**config.mk**
```make
export PLATFORM = sky130hd
export DESIGN_NAME = rsa_modexp
export DESIGN_NICKNAME = d
export VERILOG_FILES = /design/src/rtl/rsa_modexp.sv
export SDC_FILE = /design/constraint.sdc
export NUM_CORES = 2
export LEC_CHECK = 0
export BUFFER_PORTS_ARGS = -buffer_cell sky130_fd_sc_hd__clkbuf_2
export CORE_MARGIN = 2
export CORE_UTILIZATION = 61
export CTS_BUF_LIST = sky130_fd_sc_hd__clkbuf_16
export DETAILED_ROUTE_END_ITERATION = 7
export PLACE_DENSITY_LB_ADDON = 0.3
export SLEW_MARGIN = 40
export SYNTH_ARGS = -nofsm -noshare
export SYNTH_HDL_FRONTEND = slang
export SYNTH_SLANG_ARGS = --single-unit
```
**constraint.sdc**
```tcl
create_clock -name clk -period 26.5 [get_ports clk]
set_clock_uncertainty 0.15 [all_clocks]
set_input_delay 1.325 -clock clk [delete_from_list [all_inputs] [get_ports clk]]
set_output_delay 1.325 -clock clk [all_outputs]
set_load 0.05 [all_outputs]
```
**src/rtl/rsa_modexp.sv**
```systemverilog
// Iterative modular exponentiation (result = base^exponent mod modulus), right-to-left square-and-multiply
// with two bit-serial interleaved modular multipliers. Optional MODEXP_CONST_TIME_EN processes every exponent bit.
module rsa_modexp #(
    parameter int WIDTH = 64
) (
    input  logic             clk,
    input  logic             reset,
    input  logic             start,
    input  logic [WIDTH-1:0] base,
    input  logic [WIDTH-1:0] exponent,
    input  logic [WIDTH-1:0] modulus,
    output logic             busy,
    output logic             done,
    output logic             err,
    output logic [WIDTH-1:0] result
);

    localparam logic [2:0] IDLE   = 3'd0;
    localparam logic [2:0] REDUCE = 3'd1;
    localparam logic [2:0] CHECK  = 3'd2;
    localparam logic [2:0] MULT   = 3'd3;
    localparam logic [2:0] UPDATE = 3'd4;
    localparam logic [2:0] DONE   = 3'd5;

    localparam int CW = $clog2(WIDTH + 1);
    localparam int SW = $clog2(WIDTH);
    localparam logic [SW-1:0] LAST_STEP = SW'(WIDTH - 1);
    localparam logic [CW-1:0] ALL_BITS  = CW'(WIDTH);
    localparam logic [WIDTH-1:0] ONE    = WIDTH'(1);

    logic [2:0]       state;
    logic [WIDTH-1:0] exp_reg;
    logic [WIDTH-1:0] mod_reg;
    logic [WIDTH-1:0] r;
    logic [WIDTH-1:0] b;
    logic [WIDTH-1:0] xp;
    logic [WIDTH-1:0] xs;
    logic [WIDTH+1:0] acc_p;
    logic [WIDTH+1:0] acc_s;
    logic [SW-1:0]    step;
    logic [CW-1:0]    bit_cnt;

    logic [WIDTH+1:0] acc_p_next;
    logic [WIDTH+1:0] acc_s_next;
    logic [WIDTH-1:0] y_p;
    logic             finished;

    // One MSB-first step of interleaved modular multiplication; acc < n on entry and exit.
    function automatic logic [WIDTH+1:0] mm_step(input logic [WIDTH+1:0] acc,
                                                 input logic             xbit,
                                                 input logic [WIDTH-1:0] y,
                                                 input logic [WIDTH-1:0] n);
        logic [WIDTH+1:0] a;
        logic [WIDTH+1:0] nn;
        nn = {2'b00, n};
        a  = acc << 1;
        if (a >= nn) a = a - nn;
        if (xbit) begin
            a = a + {2'b00, y};
            if (a >= nn) a = a - nn;
        end
        return a;
    endfunction

    // The P multiplier doubles as the base reducer: modmul(base, 1).
    assign y_p        = (state == REDUCE) ? ONE : b;
    assign acc_p_next = mm_step(acc_p, xp[WIDTH-1], y_p, mod_reg);
    assign acc_s_next = mm_step(acc_s, xs[WIDTH-1], b, mod_reg);

`ifdef MODEXP_CONST_TIME_EN
    assign finished = (bit_cnt == ALL_BITS);
`else
    // Exponent is exhausted once all its bits have shifted out; the counter term never fires first.
    assign finished = (exp_reg == '0) || (bit_cnt == ALL_BITS);
`endif

    assign busy = (state == REDUCE) || (state == CHECK) || (state == MULT) || (state == UPDATE);
    assign done = (state == DONE);

    always_ff @(posedge clk) begin
        if (reset) begin
            state   <= IDLE;
            exp_reg <= '0;
            mod_reg <= '0;
            r       <= '0;
            b       <= '0;
            xp      <= '0;
            xs      <= '0;
            acc_p   <= '0;
            acc_s   <= '0;
            step    <= '0;
            bit_cnt <= '0;
            err     <= 1'b0;
            result  <= '0;
        end else begin
            case (state)
                IDLE: begin
                    if (start) begin
                        exp_reg <= exponent;
                        mod_reg <= modulus;
                        xp      <= base;
                        if (modulus == '0) begin
                            err    <= 1'b1;
                            result <= '0;
                            state  <= DONE;
                        end else if (modulus == ONE) begin
                            err    <= 1'b0;
                            result <= '0;
                            state  <= DONE;
                        end else begin
                            err     <= 1'b0;
                            r       <= ONE;
                            bit_cnt <= '0;
                            acc_p   <= '0;
                            step    <= '0;
                            state   <= REDUCE;
                        end
                    end
                end
                REDUCE: begin
                    acc_p <= acc_p_next;
                    xp    <= xp << 1;
                    step  <= step + 1'b1;
                    if (step == LAST_STEP) begin
                        b     <= acc_p_next[WIDTH-1:0];
                        state <= CHECK;
                    end
                end
                CHECK: begin
                    if (finished) begin
                        result <= r;
                        state  <= DONE;
                    end else begin
                        xp    <= r;
                        xs    <= b;
                        acc_p <= '0;
                        acc_s <= '0;
                        step  <= '0;
                        state <= MULT;
                    end
                end
                MULT: begin
                    acc_p <= acc_p_next;
                    acc_s <= acc_s_next;
                    xp    <= xp << 1;
                    xs    <= xs << 1;
                    step  <= step + 1'b1;
                    if (step == LAST_STEP) state <= UPDATE;
                end
                UPDATE: begin
                    if (exp_reg[0]) r <= acc_p[WIDTH-1:0];
                    b       <= acc_s[WIDTH-1:0];
                    exp_reg <= exp_reg >> 1;
                    bit_cnt <= bit_cnt + 1'b1;
                    state   <= CHECK;
                end
                DONE: begin
                    state <= IDLE;
                end
                default: begin
                    state <= IDLE;
                end
            endcase
        end
    end

endmodule

```
==> results.md <==
* Status: finished, final reports clean
* Cts bufs inserted at 72
* Fmax at 0.0757 GHz
* Initial antenna violation count at 5
* Post-route cell area at 53000 sq um
* Detailed Routing Iterations Pass 1 at 7
* #FFs+latches synth at 595
* Longest Clk Path Bufs at 3
* Post-route ant nets at 0
* Arr. time, crit path at 13560 ps
* First-pass GRT wire length at 284000 microns
* Iteration-0 DRC count of the detailed router at 5531
* Seq/Total Area, Yosys at roughly a quarter
* Final Hold Vio Count at 0
* CTS tree: done
* Critical path type: flop to flop
* Cell Area, Synth at 48800 sq um
* Clock Sinks at 595
* Crit. End Element: flop
* Post-synth EDFFs at 0
* PostCTS Resize Cnt at 0
* Port Buffers at 261
* DP Area at 50600 sq um
* Slowest Stage Delay on Critical Path at 670 ps
* Filler cells at roughly 7100
* Overall Global Routing Usage at 44.4%
* Largest net degree at the start of global routing at between 100 and 150
* Later-pin clock latency in the skew report at 660 ps
* Die H at around 290 microns
* Number of global-route vias before repair at between 40000 and 50000
* Warning count from the yosys run at 0
* Slowest cell on the critical path: or4_1
* R2r startpoint: mod_reg[47]$_SDFFE_PP0P_
* CTS H-tree lvls at 3
* Ys async rst share at 0%
* Initial core utilization at 61.7%
* Syn Inst Count at between 6000 and 7000
* Worst R2R End: acc_s[25]$_SDFFE_PP0P_
* Post-route DRC violation count at 0
* Row Count at 103
* Setup bufs post-CTS at 0
* Register area at around 12000 sq um
* Vias per cell at between 6 and 7
* Top FF cell, synth: dfxtp_1
* Rel. slew slack at 36.6%
* CP Launch Type: flop
* Final setup TNS at 0 ps
* Area share of the largest cell type after synthesis at 24.4%
* Final min period at 13200 ps
* Nets at 7167
* Netlist cell types at 90
* Final Wtd Congestion at 1.11
* Placed cells at 7554
* Grt ovf at 0
* Register clock-pin slew on the reported worst setup and hold paths at 70 ps
* Core area at 79100 sq um
* Regs by FF count: acc_p x65, acc_s x65
* Hold-fix buffers, CTS at 0
* Layout area overhead at 8.49%
* Share of cells above drive strength 1 at 8.47%
* Synth Net Count at 7183
* Wire per inst at 25.0 microns
* Root buffer cell: clkbuf_16
* RSZ-0062 raised after global routing: false
* Final worst-path cycle share at 49.8%
* Final wirelength at 192000 microns
* Die Width at around 290 microns
* Die ar. at 82400 sq um
* Worst hold start: result[18]$_SDFFE_PP0P_
* Worst-Margin Slew at 947 ps
* Critical Path RT at between 20000 and 30000 ps
* Final Util at 67.0%
* Synth top cells by count: 819 x a21oi_1, 819 x nand2_1, 595 x dfxtp_1
* Yosys top cell by area: dfxtp_1
* Max Cap Viol at 0
* Post-Layout Cell Count at 7690
* Post-DP HPWL at 147000 microns
* Synth top area cells: dfxtp_1 24%, ha_1 9.9%, a21oi_1 8.4%
* FF-to-FF setup slack at 13300 ps
* Min-Delay Path Class: flop to flop
* R2r worst-path depth at 38
* Final setup viols at 0
* Syn Area/Cell at around 7.4 sq um
* Max Transition Viols Final at 0
* Hold EP: result[18]$_SDFFE_PP0P_
* Multi-input logic area at ~35000 sq um
* Routed vias at 52100
* I/O pin total at 262
* Crit-path max FO at 56
* Hold Crit Depth at 2
==> metrics by stage <==
step / hold slack [ps] / setup WS (ps)
detailed placement: 294 / 14000
finish: 299 / 13300
floorplan: 282 / 16970
CTS: 301 / 13860
global placement: 288 / 14150
global route: 312 / 12830
==> worst max-delay path by stage <==
stage	from	endpoint	slack [ps]	depth (start not counted)
after global routing	mod_reg[47]$_SDFFE_PP0P_	acc_s[1]$_SDFFE_PP0P_	12830	37
after CTS	mod_reg[47]$_SDFFE_PP0P_	acc_s[25]$_SDFFE_PP0P_	13860	37
after floorplan	mod_reg[24]$_SDFFE_PP0P_	b[44]$_SDFFE_PP0P_	16970	43
after detailed placement	mod_reg[46]$_SDFFE_PP0P_	acc_s[25]$_SDFFE_PP0P_	14000	37
after global placement	mod_reg[44]$_SDFFE_PP0P_	acc_s[25]$_SDFFE_PP0P_	14150	37
final	mod_reg[47]$_SDFFE_PP0P_	acc_s[25]$_SDFFE_PP0P_	13300	38
==> cells by family (layout without fill, tap and decap cells) <==
logic type	count (synthesis)	after routing	share of synthesized area, %
adders and majority gates	393	393	10.2
muxes	157	157	3.32
other	0	3	0
xor gates and xnor gates	371	371	6.68
buffers and inverters	631	673	4.94
AOI/OAI and AO/OA	2403	2403	31.5
DFF	595	595	24.4
and+or+nand+nor	2045	2045	19.0
==> worst max-delay path: cells and delay by family (launching register included) <==
family | cells | cell delay, ps
mux | 2 | 530
flops | 1 | 330
xor+xnor | 1 | 240
simple gates | 14 | 4480
compound gates | 12 | 4250
fa+ha+maj | 3 | 1310
buf+inv | 6 | 1670
==> placed cells by master (no fill, tap or decap), types with 54 or more instances in the layout <==
cell type	n
a22oi_1	322
nor2b_1	93
a21o_1	235
nand2_1	817
nor4_1	84
nand4_1	92
o21bai_1	82
clkbuf_2	260
xor2_1	136
nor2_1	509
dfxtp_1	592
xnor2_1	233
clkbuf_16	73
nor3_1	64
o21ai_0	343
nand3_1	166
inv_1	241
mux2i_1	115
ha_1	387
a21oi_1	816
o21a_1	66
a211oi_1	54
==> area by class of cell <==
type                    count  area share (%)
inverters                 222            1.57
repair buffers            319            3.45
multi-input cells        5369            65.6
flip-flops and latches    595            22.5
well taps                1050            2.48
clock buffers              73            3.45
clock inverters            59           0.951
diodes                      3          0.0142
==> metal layers <==
layer	track usage, %	routed length [microns]
met1	53.5	73200
met2	69.2	83500
met3	8.56	17400
met4	35.4	18200
met5	0	64
Power is left out: the tool's default activity adds up to more than one toggle a clock period on the data nets, which glitch-free logic cannot reach.
